[src/rtl/cb_seg_pkg.sv]
// Shared constants and types for the code-block segmentation sequencer.
// Block sizes, slot encodings, FSM states and the descriptor layout live here.
package cb_seg_pkg;

    localparam int K_BIG   = 6144;
    localparam int K_SMALL = 1056;
    localparam int CRC_LEN = 24;
    localparam int CNT_W   = 13;

    typedef enum logic [1:0] {
        SLOT_DATA = 2'b00,
        SLOT_FILL = 2'b01,
        SLOT_CRC  = 2'b10
    } slot_type_t;

    typedef enum logic [2:0] {
        ST_IDLE = 3'd0,
        ST_LOAD = 3'd1,
        ST_FILL = 3'd2,
        ST_DATA = 3'd3,
        ST_CRC  = 3'd4
    } seg_state_t;

    typedef struct packed {
        logic [1:0]  c_plus;
        logic [1:0]  c_minus;
        logic [15:0] filler;
    } desc_t;

    function automatic logic [CNT_W-1:0] blk_size(input logic k_big);
        return k_big ? CNT_W'(K_BIG) : CNT_W'(K_SMALL);
    endfunction

endpackage

[src/rtl/cb_seg_out_reg.sv]
// Single-entry ready/valid output register for the segmented bit stream.
// Payload is only reloaded when the stage advances, so it stays stable under stall.
module cb_seg_out_reg
    import cb_seg_pkg::*;
(
    input  logic       clk,
    input  logic       aclr_n,
    input  logic       i_push,
    input  logic       i_bit,
    input  slot_type_t i_type,
    input  logic       i_sob,
    input  logic       i_eob,
    input  logic       i_blk_idx,
    input  logic       i_k_big,
    input  logic       i_last,
    input  logic       i_ready,
    output logic       o_can_adv,
    output logic       o_valid,
    output logic       o_bit,
    output slot_type_t o_type,
    output logic       o_sob,
    output logic       o_eob,
    output logic       o_blk_idx,
    output logic       o_k_big,
    output logic       o_last
);

    logic       r_valid;
    logic       r_bit;
    slot_type_t r_type;
    logic       r_sob;
    logic       r_eob;
    logic       r_blk_idx;
    logic       r_k_big;
    logic       r_last;
    logic       w_adv;

    assign w_adv = !r_valid || i_ready;

    always_ff @(posedge clk or negedge aclr_n) begin
        if (!aclr_n) begin
            r_valid   <= 1'b0;
            r_bit     <= 1'b0;
            r_type    <= SLOT_DATA;
            r_sob     <= 1'b0;
            r_eob     <= 1'b0;
            r_blk_idx <= 1'b0;
            r_k_big   <= 1'b0;
            r_last    <= 1'b0;
        end else if (w_adv) begin
            r_valid <= i_push;
            if (i_push) begin
                r_bit     <= i_bit;
                r_type    <= i_type;
                r_sob     <= i_sob;
                r_eob     <= i_eob;
                r_blk_idx <= i_blk_idx;
                r_k_big   <= i_k_big;
                r_last    <= i_last;
            end
        end
    end

    assign o_can_adv = w_adv;
    assign o_valid   = r_valid;
    assign o_bit     = r_bit;
    assign o_type    = r_type;
    assign o_sob     = r_sob;
    assign o_eob     = r_eob;
    assign o_blk_idx = r_blk_idx;
    assign o_k_big   = r_k_big;
    assign o_last    = r_last;

endmodule

[src/rtl/cb_seg_sequencer.sv]
// Splits a transport block into one or two code blocks: filler, data, then a
// CRC slot per block when the TB is split in two.
module cb_seg_sequencer
    import cb_seg_pkg::*;
(
    input  logic        clk,
    input  logic        aclr_n,
    input  logic        desc_empty,
    output logic        desc_rd,
    input  logic [19:0] desc_q,
    input  logic        in_valid,
    input  logic        in_bit,
    output logic        in_ready,
    output logic        out_valid,
    input  logic        out_ready,
    output logic        out_bit,
    output logic [1:0]  out_type,
    output logic        out_sob,
    output logic        out_eob,
    output logic        out_blk_idx,
    output logic        out_k_big,
    output logic        tb_done,
    output logic        desc_err
);

    seg_state_t       r_state;
    logic             r_armed;
    logic             r_crc_on;
    logic             r_k_big;
    logic             r_blk1_big;
    logic             r_blk_idx;
    logic [CNT_W-1:0] r_bit_cnt;
    logic [CNT_W-1:0] r_filler;

    desc_t            w_desc;
    logic [2:0]       w_c;
    logic             w_crc_on_ld;
    logic [CNT_W-1:0] w_cap0;
    logic             w_reject;
    logic [CNT_W-1:0] w_k;
    logic             w_eob;
    logic             w_data_last;
    logic             w_last_blk;
    logic             w_can_adv;
    logic             w_push;
    slot_type_t       w_type;
    slot_type_t       w_out_type;
    logic             w_out_last;

    assign w_desc      = desc_q;
    assign w_c         = {1'b0, w_desc.c_plus} + {1'b0, w_desc.c_minus};
    assign w_crc_on_ld = (w_c == 3'd2);
    // Block 0 is the small size whenever any C_minus block exists.
    assign w_cap0      = blk_size(w_desc.c_minus == 2'd0)
                         - (w_crc_on_ld ? CNT_W'(CRC_LEN) : '0);
    assign w_reject    = (w_c == 3'd0) || (w_c > 3'd2)
                         || (w_desc.filler >= {3'b000, w_cap0});

    assign w_k         = blk_size(r_k_big);
    assign w_eob       = (r_bit_cnt == w_k - 1'b1);
    assign w_data_last = (r_bit_cnt == w_k - CNT_W'(CRC_LEN) - 1'b1);
    assign w_last_blk  = !r_crc_on || r_blk_idx;

    assign w_push = w_can_adv && ((r_state == ST_FILL) || (r_state == ST_CRC)
                                  || ((r_state == ST_DATA) && in_valid));

    always_comb begin
        w_type = SLOT_DATA;
        case (r_state)
            ST_FILL: w_type = SLOT_FILL;
            ST_CRC:  w_type = SLOT_CRC;
            default: w_type = SLOT_DATA;
        endcase
    end

    // r_armed keeps desc_rd low while reset is asserted.
    assign desc_rd  = (r_state == ST_IDLE) && r_armed && !desc_empty && !out_valid;
    assign desc_err = (r_state == ST_LOAD) && w_reject;
    assign in_ready = (r_state == ST_DATA) && w_can_adv;
    assign tb_done  = out_valid && out_ready && w_out_last;
    assign out_type = w_out_type;

    always_ff @(posedge clk or negedge aclr_n) begin
        if (!aclr_n) begin
            r_state    <= ST_IDLE;
            r_armed    <= 1'b0;
            r_crc_on   <= 1'b0;
            r_k_big    <= 1'b0;
            r_blk1_big <= 1'b0;
            r_blk_idx  <= 1'b0;
            r_bit_cnt  <= '0;
            r_filler   <= '0;
        end else begin
            r_armed <= 1'b1;
            case (r_state)
                ST_IDLE: begin
                    if (desc_rd) r_state <= ST_LOAD;
                end
                ST_LOAD: begin
                    if (w_reject) begin
                        r_state <= ST_IDLE;
                    end else begin
                        r_filler   <= w_desc.filler[CNT_W-1:0];
                        r_crc_on   <= w_crc_on_ld;
                        r_k_big    <= (w_desc.c_minus == 2'd0);
                        r_blk1_big <= (w_desc.c_minus != 2'd2);
                        r_blk_idx  <= 1'b0;
                        r_bit_cnt  <= '0;
                        r_state    <= (w_desc.filler != 16'd0) ? ST_FILL : ST_DATA;
                    end
                end
                ST_FILL, ST_DATA, ST_CRC: begin
                    if (w_push) begin
                        if (w_eob) begin
                            r_bit_cnt <= '0;
                            if (w_last_blk) begin
                                r_state <= ST_IDLE;
                            end else begin
                                r_blk_idx <= 1'b1;
                                r_k_big   <= r_blk1_big;
                                r_state   <= ST_DATA;
                            end
                        end else begin
                            r_bit_cnt <= r_bit_cnt + 1'b1;
                            if ((r_state == ST_FILL) && (r_bit_cnt == r_filler - 1'b1))
                                r_state <= ST_DATA;
                            if ((r_state == ST_DATA) && r_crc_on && w_data_last)
                                r_state <= ST_CRC;
                        end
                    end
                end
                default: r_state <= ST_IDLE;
            endcase
        end
    end

    cb_seg_out_reg u_out_reg (
        .clk       (clk),
        .aclr_n    (aclr_n),
        .i_push    (w_push),
        .i_bit     ((r_state == ST_DATA) && in_bit),
        .i_type    (w_type),
        .i_sob     (r_bit_cnt == '0),
        .i_eob     (w_eob),
        .i_blk_idx (r_blk_idx),
        .i_k_big   (r_k_big),
        .i_last    (w_eob && w_last_blk),
        .i_ready   (out_ready),
        .o_can_adv (w_can_adv),
        .o_valid   (out_valid),
        .o_bit     (out_bit),
        .o_type    (w_out_type),
        .o_sob     (out_sob),
        .o_eob     (out_eob),
        .o_blk_idx (out_blk_idx),
        .o_k_big   (out_k_big),
        .o_last    (w_out_last)
    );

endmodule

[config.mk]
export PLATFORM = sky130hd
export DESIGN_NAME = cb_seg_sequencer
export DESIGN_NICKNAME = d
export VERILOG_FILES = /design/src/rtl/cb_seg_pkg.sv /design/src/rtl/cb_seg_out_reg.sv /design/src/rtl/cb_seg_sequencer.sv
export SDC_FILE = /design/constraint.sdc
export NUM_CORES = 1
export LEC_CHECK = 0
export CORE_MARGIN = 3
export CORE_UTILIZATION = 40
export DETAILED_ROUTE_END_ITERATION = 16
export HOLD_SLACK_MARGIN = 0.06
export SLEW_MARGIN = 15
export SYNTH_ARGS = -nofsm -noshare
export SYNTH_HDL_FRONTEND = slang
export SYNTH_SLANG_ARGS = --single-unit
[constraint.sdc]
create_clock -name clk -period 6.8 [get_ports clk]
set_input_delay 0.68 -clock clk [delete_from_list [all_inputs] [get_ports clk]]
set_output_delay 0.68 -clock clk [all_outputs]
set_load 0.03 [all_outputs]
* Word-level counts from Yosys, hierarchy flattened
Index checks and enable logic that the tools add are counted.
** Word-level totals
- Flip-flop bits (word level) :: 43
- Latch bits :: 0
- Bits in writable memories :: 0
- ROM bits :: 0
- Input port bits :: 26
- Output and inout port bits :: 12
- Logic and storage cells :: 103
- Memories :: 0
** Cells by class
- Add/subtract/negate cells :: 7
- Multipliers :: 0
- Div/mod/pow operators :: 0
- $lt $le $gt $ge :: 2
- Eq/ne operators :: 15
- Shifts and indexed selects :: 0
- Multiplexer cells :: 27
- Bitwise operators :: 1
- Reductions and logical operators :: 35
** Operators with widths (count)
- two-way mux 13 bit :: 5
- == test 13 bit :: 3
- subtractor 13 x 1 -> 13 bit, second input constant :: 3
- case mux 13 bit (2 select lines) :: 1
- greater-or-equal comparator 16 x 13 -> 1 bit :: 1
- nonzero test 16 bit :: 1
- two-way mux 3 bit :: 5
- logical AND 1 bit :: 14
- adder 13 x 1 -> 13 bit, second input constant :: 1
- zero test 13 bit :: 1
- subtractor 13 x 5 -> 13 bit :: 1
- subtractor 13 x 5 -> 13 bit, second input constant :: 1
- == test 3 x 2 -> 1 bit, second input constant :: 3
- two-way mux 1 bit :: 9
- case mux 3 bit (3 select lines) :: 1
- != test 2 bit, second input constant :: 4
- zero test 3 bit :: 2
- logical OR 1 bit :: 6
- AND reduction 3 bit :: 2
- two-way mux 5 bit :: 1
- AND reduction 5 bit :: 1
- two-way mux 2 bit :: 2
- != test 2 x 1 -> 1 bit, second input constant :: 2
- != test 4 x 3 -> 1 bit, second input constant :: 1
- other kinds (12) :: 16

* Logic depth before layout (Yosys ltp)
- Word-level depth :: 9
- Mapped depth :: 15
- Gate-level depth less buffers :: 15

* By module
From an unflattened synthesis, not the netlist that was laid out.
** Second synthesis, totals
- Cells, all modules :: 325
- Area, all modules :: 3031.7 µm²
** Modules (own cells, without submodules)
- cb_seg_sequencer :: times used 1, cells an instance 305, area each 2646.3 µm², seq. area each 850.8 µm²
- cb_seg_out_reg :: times used 1, cells an instance 20, area each 385.4 µm², seq. area each 225.2 µm²

* Least setup slack after synthesis
Ideal clock, no wire load.
- Path kind :: input -> output
- Start :: in desc_q[16]
- End :: out desc_err
- Arrival :: 3.144 ns
- Data required time :: 6.120 ns
- Setup slack :: 2.976 ns
- Stages on the path :: 9
- Buffers on the path :: 0
- Path through :: ha_1 > fa_1 > nand2_1 > inv_1 > ha_1 > or4b_1 > a311oi_1 > o41ai_1 > a41oi_1
** On the way
- Word-level cells in the longest chain between the ends :: 7
- Elaborated cells between the ends (all ways) :: 12
- Those cells by class :: 2 x add/sub; 2 x order compare; 1 x eq/ne; 2 x mux; 5 x reduce/logical
** RTL lines
- start, declared :: line cb_seg_sequencer.sv:10 : input logic [19:0] desc_q,
- adder 2 x 2 -> 3 bit :: line cb_seg_sequencer.sv:51 : assign w_c = {1'b0, w_desc.c_plus} + {1'b0, w_desc.c_minus};
- == test 3 x 2 -> 1 bit :: line cb_seg_sequencer.sv:52 : assign w_crc_on_ld = (w_c == 3'd2);
- named net w_crc_on_ld :: line cb_seg_sequencer.sv:37 : logic w_crc_on_ld;
- two-way mux 5 bit :: line cb_seg_sequencer.sv:55 : - (w_crc_on_ld ? CNT_W'(CRC_LEN) : '0);
- subtractor 13 x 5 -> 13 bit :: line cb_seg_sequencer.sv:55
- greater-or-equal comparator 16 x 13 -> 1 bit :: line cb_seg_sequencer.sv:57 : || (w_desc.filler >= {3'b000, w_cap0});
- logical OR 1 bit :: line cb_seg_sequencer.sv:57
- logical AND 1 bit :: line cb_seg_sequencer.sv:78 : assign desc_err = (r_state == ST_LOAD) && w_reject;
- end, declared :: line cb_seg_sequencer.sv:23 : output logic desc_err
The timed path passes the listed nets, and every way through them passes these cells.

* Final worst setup path
Same ends and word-level chain as after synthesis.

==> impl_metrics.xml <==
<?xml version="1.0" encoding="UTF-8"?>
<metrics>
  <group name="sta">
    <metric name="timing.max_slew.rel_slack" unit="">0.365</metric>
    <metric name="tightestPinTransition" unit="ns">0.952</metric>
    <metric name="fin_skew" unit="ns">0.00325</metric>
    <metric name="sum_of_negative_setup_slack" unit="ns">0</metric>
    <metric name="setup_violations" unit="">0</metric>
    <metric name="final_period_minus_worst_setup_slack" unit="ns">4.81</metric>
    <metric name="max_freq" unit="GHz">0.208</metric>
    <metric name="grt_setup_unrepaired" unit="">false</metric>
    <metric name="timing_hold_violations_final" unit="">0</metric>
    <metric name="worst_slack" unit="ns">1.99</metric>
    <metric name="final_max_slew_viol_count" unit="">0</metric>
    <metric name="min_period_over_period" unit="">0.707</metric>
  </group>
  <group name="min_path">
    <metric name="min_delay_worst_endpoint" unit="">u_out_reg.o_eob$_DFFE_PN0P_</metric>
    <metric name="hold_path_depth" unit="">2</metric>
    <metric name="hold_path.class" unit="">flip-flop to flip-flop</metric>
    <metric name="hold_start" unit="">u_out_reg.o_eob$_DFFE_PN0P_</metric>
  </group>
  <group name="clock_tree">
    <metric name="root_buffer" unit="">clkbuf_8</metric>
    <metric name="cts.path.max_buffers" unit="">2</metric>
    <metric name="cts_hold_buf" unit="">0</metric>
    <metric name="postCtsSetupBuffers" unit="">0</metric>
    <metric name="cts_max_level" unit="">2</metric>
    <metric name="cts.repair.resized" unit="">0</metric>
    <metric name="cts.sinks" unit="">43</metric>
    <metric name="clkLatencyLatePin" unit="ns">0.29</metric>
    <metric name="cts_tree" unit="">done</metric>
    <metric name="path_clk_slew" unit="ns">0.08</metric>
    <metric name="cts_made_buffers" unit="">5</metric>
  </group>
  <group name="placed_design">
    <metric name="pre_cts_slack" unit="ns">1.99</metric>
    <metric name="finalWeightedCongestion" unit="">0.806</metric>
    <metric name="postPlaceCellArea" unit="mm2">0.00335</metric>
    <metric name="place.detailed.hpwl" unit="um">5350</metric>
    <metric name="port_buffer_count" unit="">37</metric>
  </group>
  <group name="worst_setup_path">
    <metric name="worst_r2r_startpoint" unit="">r_bit_cnt[8]$_DFFE_PN0P_</metric>
    <metric name="reg2regPathDepth" unit="">7</metric>
    <metric name="critical_path_required" unit="ns">6.12</metric>
    <metric name="path_class" unit="">input pin to output pin</metric>
    <metric name="reg2reg_slack" unit="ns">3.90</metric>
    <metric name="critical_path.max_fanout" unit="">4</metric>
    <metric name="critPathArrivalTime" unit="ns">4.13</metric>
    <metric name="critical_path.startpoint" unit="">desc_q[16]</metric>
    <metric name="r2r_end" unit="">r_k_big$_DFFE_PN0P_</metric>
    <metric name="crit_path_end_kind" unit="">output pin</metric>
    <metric name="cp-start-kind" unit="">input pin</metric>
  </group>
  <group name="die">
    <metric name="floorplan.initialDensity" unit="">0.420</metric>
    <metric name="std_cell_rows" unit="">30</metric>
    <metric name="die_h" unit="um">91.4</metric>
    <metric name="design.die.area" unit="mm2">0.00835</metric>
    <metric name="die_x" unit="um">91.4</metric>
    <metric name="core_region_area" unit="mm2">0.00694</metric>
    <metric name="io-pin-count" unit="">38</metric>
  </group>
  <group name="yosys">
    <metric name="synthDistinctLibCells" unit="">56</metric>
    <metric name="yosys_register_bits" unit="">43</metric>
    <metric name="synth-async-reset-ratio" unit="">1.00</metric>
    <metric name="synth-edff-count" unit="">0</metric>
    <metric name="synth_nets" unit="">367</metric>
    <metric name="synth.cell_area" unit="mm2">0.00292</metric>
    <metric name="ys_seq_area_frac" unit="">0.369</metric>
    <metric name="synthFlopType" unit="">dfrtp_1</metric>
    <metric name="avg_inst_size_synth" unit="um2">8.98</metric>
    <metric name="postSynthCellCount" unit="">325</metric>
    <metric name="synthesis.yosys.warnings" unit="">0</metric>
  </group>
  <group name="routing">
    <metric name="drt-vias-per-instance" unit="">5.55</metric>
    <metric name="drt-wirelength-per-cell" unit="um">15.4</metric>
    <metric name="drc" unit="">0</metric>
    <metric name="totalWireLength" unit="um">6950</metric>
    <metric name="firstDrtPassIters" unit="">4</metric>
    <metric name="detailroute.via_count" unit="">2508</metric>
    <metric name="first_iter_violations" unit="">154</metric>
    <metric name="antenna_left" unit="">0</metric>
  </group>
  <group name="power">
    <metric name="seqPwrFrac" unit="">0.362</metric>
    <metric name="power_per_cell_area" unit="mW/mm2">337</metric>
    <metric name="power.share.switching" unit="">0.450</metric>
    <metric name="combinationalPowerShare" unit="">0.503</metric>
    <metric name="clkPwrFrac" unit="">0.134</metric>
    <metric name="max-vdd-ir-drop" unit="V">0.000129</metric>
    <metric name="power_switching" unit="mW">0.520</metric>
    <metric name="lkg_pwr" unit="nW">1.52</metric>
    <metric name="internal_power" unit="mW">0.635</metric>
  </group>
  <group name="finish">
    <metric name="num_antenna_cells" unit="">0</metric>
    <metric name="ratio_of_cells_with_drive_above_1_in_the_final_layout" unit="">0.0927</metric>
    <metric name="multi_input_comb_area" unit="mm2">0.00172</metric>
    <metric name="n_fill_cell" unit="">688</metric>
    <metric name="post-route-cell-area" unit="mm2">0.00343</metric>
    <metric name="synthToLayoutAreaGrowth" unit="%">17.5</metric>
    <metric name="fin_util" unit="">0.494</metric>
    <metric name="final-seq-area" unit="mm2">0.00108</metric>
    <metric name="finish.net_count" unit="">397</metric>
  </group>
  <group name="grt">
    <metric name="first_global_vias" unit="">2330</metric>
    <metric name="globalRouteTotalUtil" unit="">0.173</metric>
    <metric name="gr_ovfl_total" unit="">0</metric>
    <metric name="grt_pass1_wl" unit="um">11700</metric>
    <metric name="number_of_antenna_violations_at_the_first_check_in_global_routing" unit="">0</metric>
    <metric name="grt_start_max_net_pins" unit="">44</metric>
  </group>
  <group name="run_status">
    <metric name="run_status" unit="">finished, final reports clean</metric>
  </group>
  <group name="flow_run">
    <metric name="number_of_maximum_capacitance_violations" unit="">0</metric>
  </group>
</metrics>
-- cells in the final DEF (no fill, tap or decap), types with 8 or more instances in the layout --
master	n
ha_1	15
xnor2_1	14
mux2_2	15
nand3_1	12
clkdlybuf4s50_1	36
o21ai_0	29
nand2_1	29
inv_1	15
a21oi_1	8
nor3_1	8
nor2_1	26
dfrtp_1	43
-- power groups by stage --
stage	sequential [mW]	combinational, mW	clock (mW)
global placement	0.421	0.575	0
finish	0.418	0.581	0.155
detailed placement	0.422	0.584	0
CTS	0.417	0.587	0.160
global route	0.431	0.651	0.170
floorplan	0.388	0.443	0
-- through the flow --
| step | hold WS (ns) | instances | total power [mW] |
|---|---|---|---|
| after floorplan | 0.384 | 325 | 0.831 |
| after global placement | 0.463 | 444 | 0.996 |
| after detailed placement | 0.469 | 444 | 1.01 |
| after CTS | 0.488 | 452 | 1.16 |
| after global routing | 0.532 | 452 | 1.25 |
| final | 0.479 | 452 | 1.15 |
-- worst max-delay path, cell delays in order --
cell,delay (ns)
clkdlybuf4s50_1,0.45
ha_1,0.23
fa_1,0.47
nand2_1,0.12
inv_1,0.07
ha_1,0.19
inv_1,0.12
ha_1,0.27
a21oi_1,0.17
nor2_1,0.06
o41ai_1,0.52
a41oi_1,0.17
clkdlybuf4s50_1,0.62
-- layout make-up --
cell class,instances,share of cell area
Timing Repair Buffer,38,0.109
Sequential cell,43,0.314
Multi-Input combinational cell,252,0.502
Tap cell,96,0.0350
Clock inverter,1,0.00146
Inverter,15,0.0164
Clock buffer,7,0.0223
-- worst max path at each step --
stage | end | slack (ns) | cells past startpoint
global route | desc_err | 1.71 | 13
floorplan | desc_err | 2.98 | 9
CTS | desc_err | 1.97 | 13
global placement | desc_err | 2.05 | 13
detailed placement | desc_err | 1.99 | 13
finish | desc_err | 1.99 | 13
-- kinds of logic after synthesis --
kind of cell,count (synthesis),synth area share
compound gates,77,0.173
xor+xnor,21,0.0630
fa+ha+maj,16,0.0712
buf+inv,30,0.0412
flops,43,0.369
mux,15,0.0579
other cells,1,0.00129
simple gates,122,0.224
-- layer usage --
metal	share of wire	global-route usage	vias to the layer above
li1	-	-	1236
met1	0.49	0.252	1197
met2	0.45	0.264	68
met3	0.041	0.0257	7
met4	0.012	0.0490	0
met5	0	0	-
-- cell usage after synthesis, drive strengths merged, types with 8 or more instances --
cell type,instances,area (um2)
a21oi,8,40.0
clkbuf,9,33.8
dfrtp,43,1080
ha,15,188
inv,15,56.3
mux2,15,169
nand2,29,109
nand3,12,60.1
nor2,26,97.6
nor3,9,50.1
o21ai,29,145
xnor2,14,123
-- registers in the layout (all words and copies together) (netlist names) --
signal,flops
r_blk_idx,1
u_out_reg.o_sob,1
r_crc_on,1
u_out_reg.o_eob,1
r_blk1_big,1
r_filler,13
r_armed,1
u_out_reg.o_last,1
r_k_big,1
u_out_reg.o_type,2
r_state,3
u_out_reg.o_blk_idx,1
u_out_reg.o_k_big,1
u_out_reg.o_valid,1
r_bit_cnt,13
u_out_reg.o_bit,1
No activity file was read; power rests on OpenSTA's default activity.
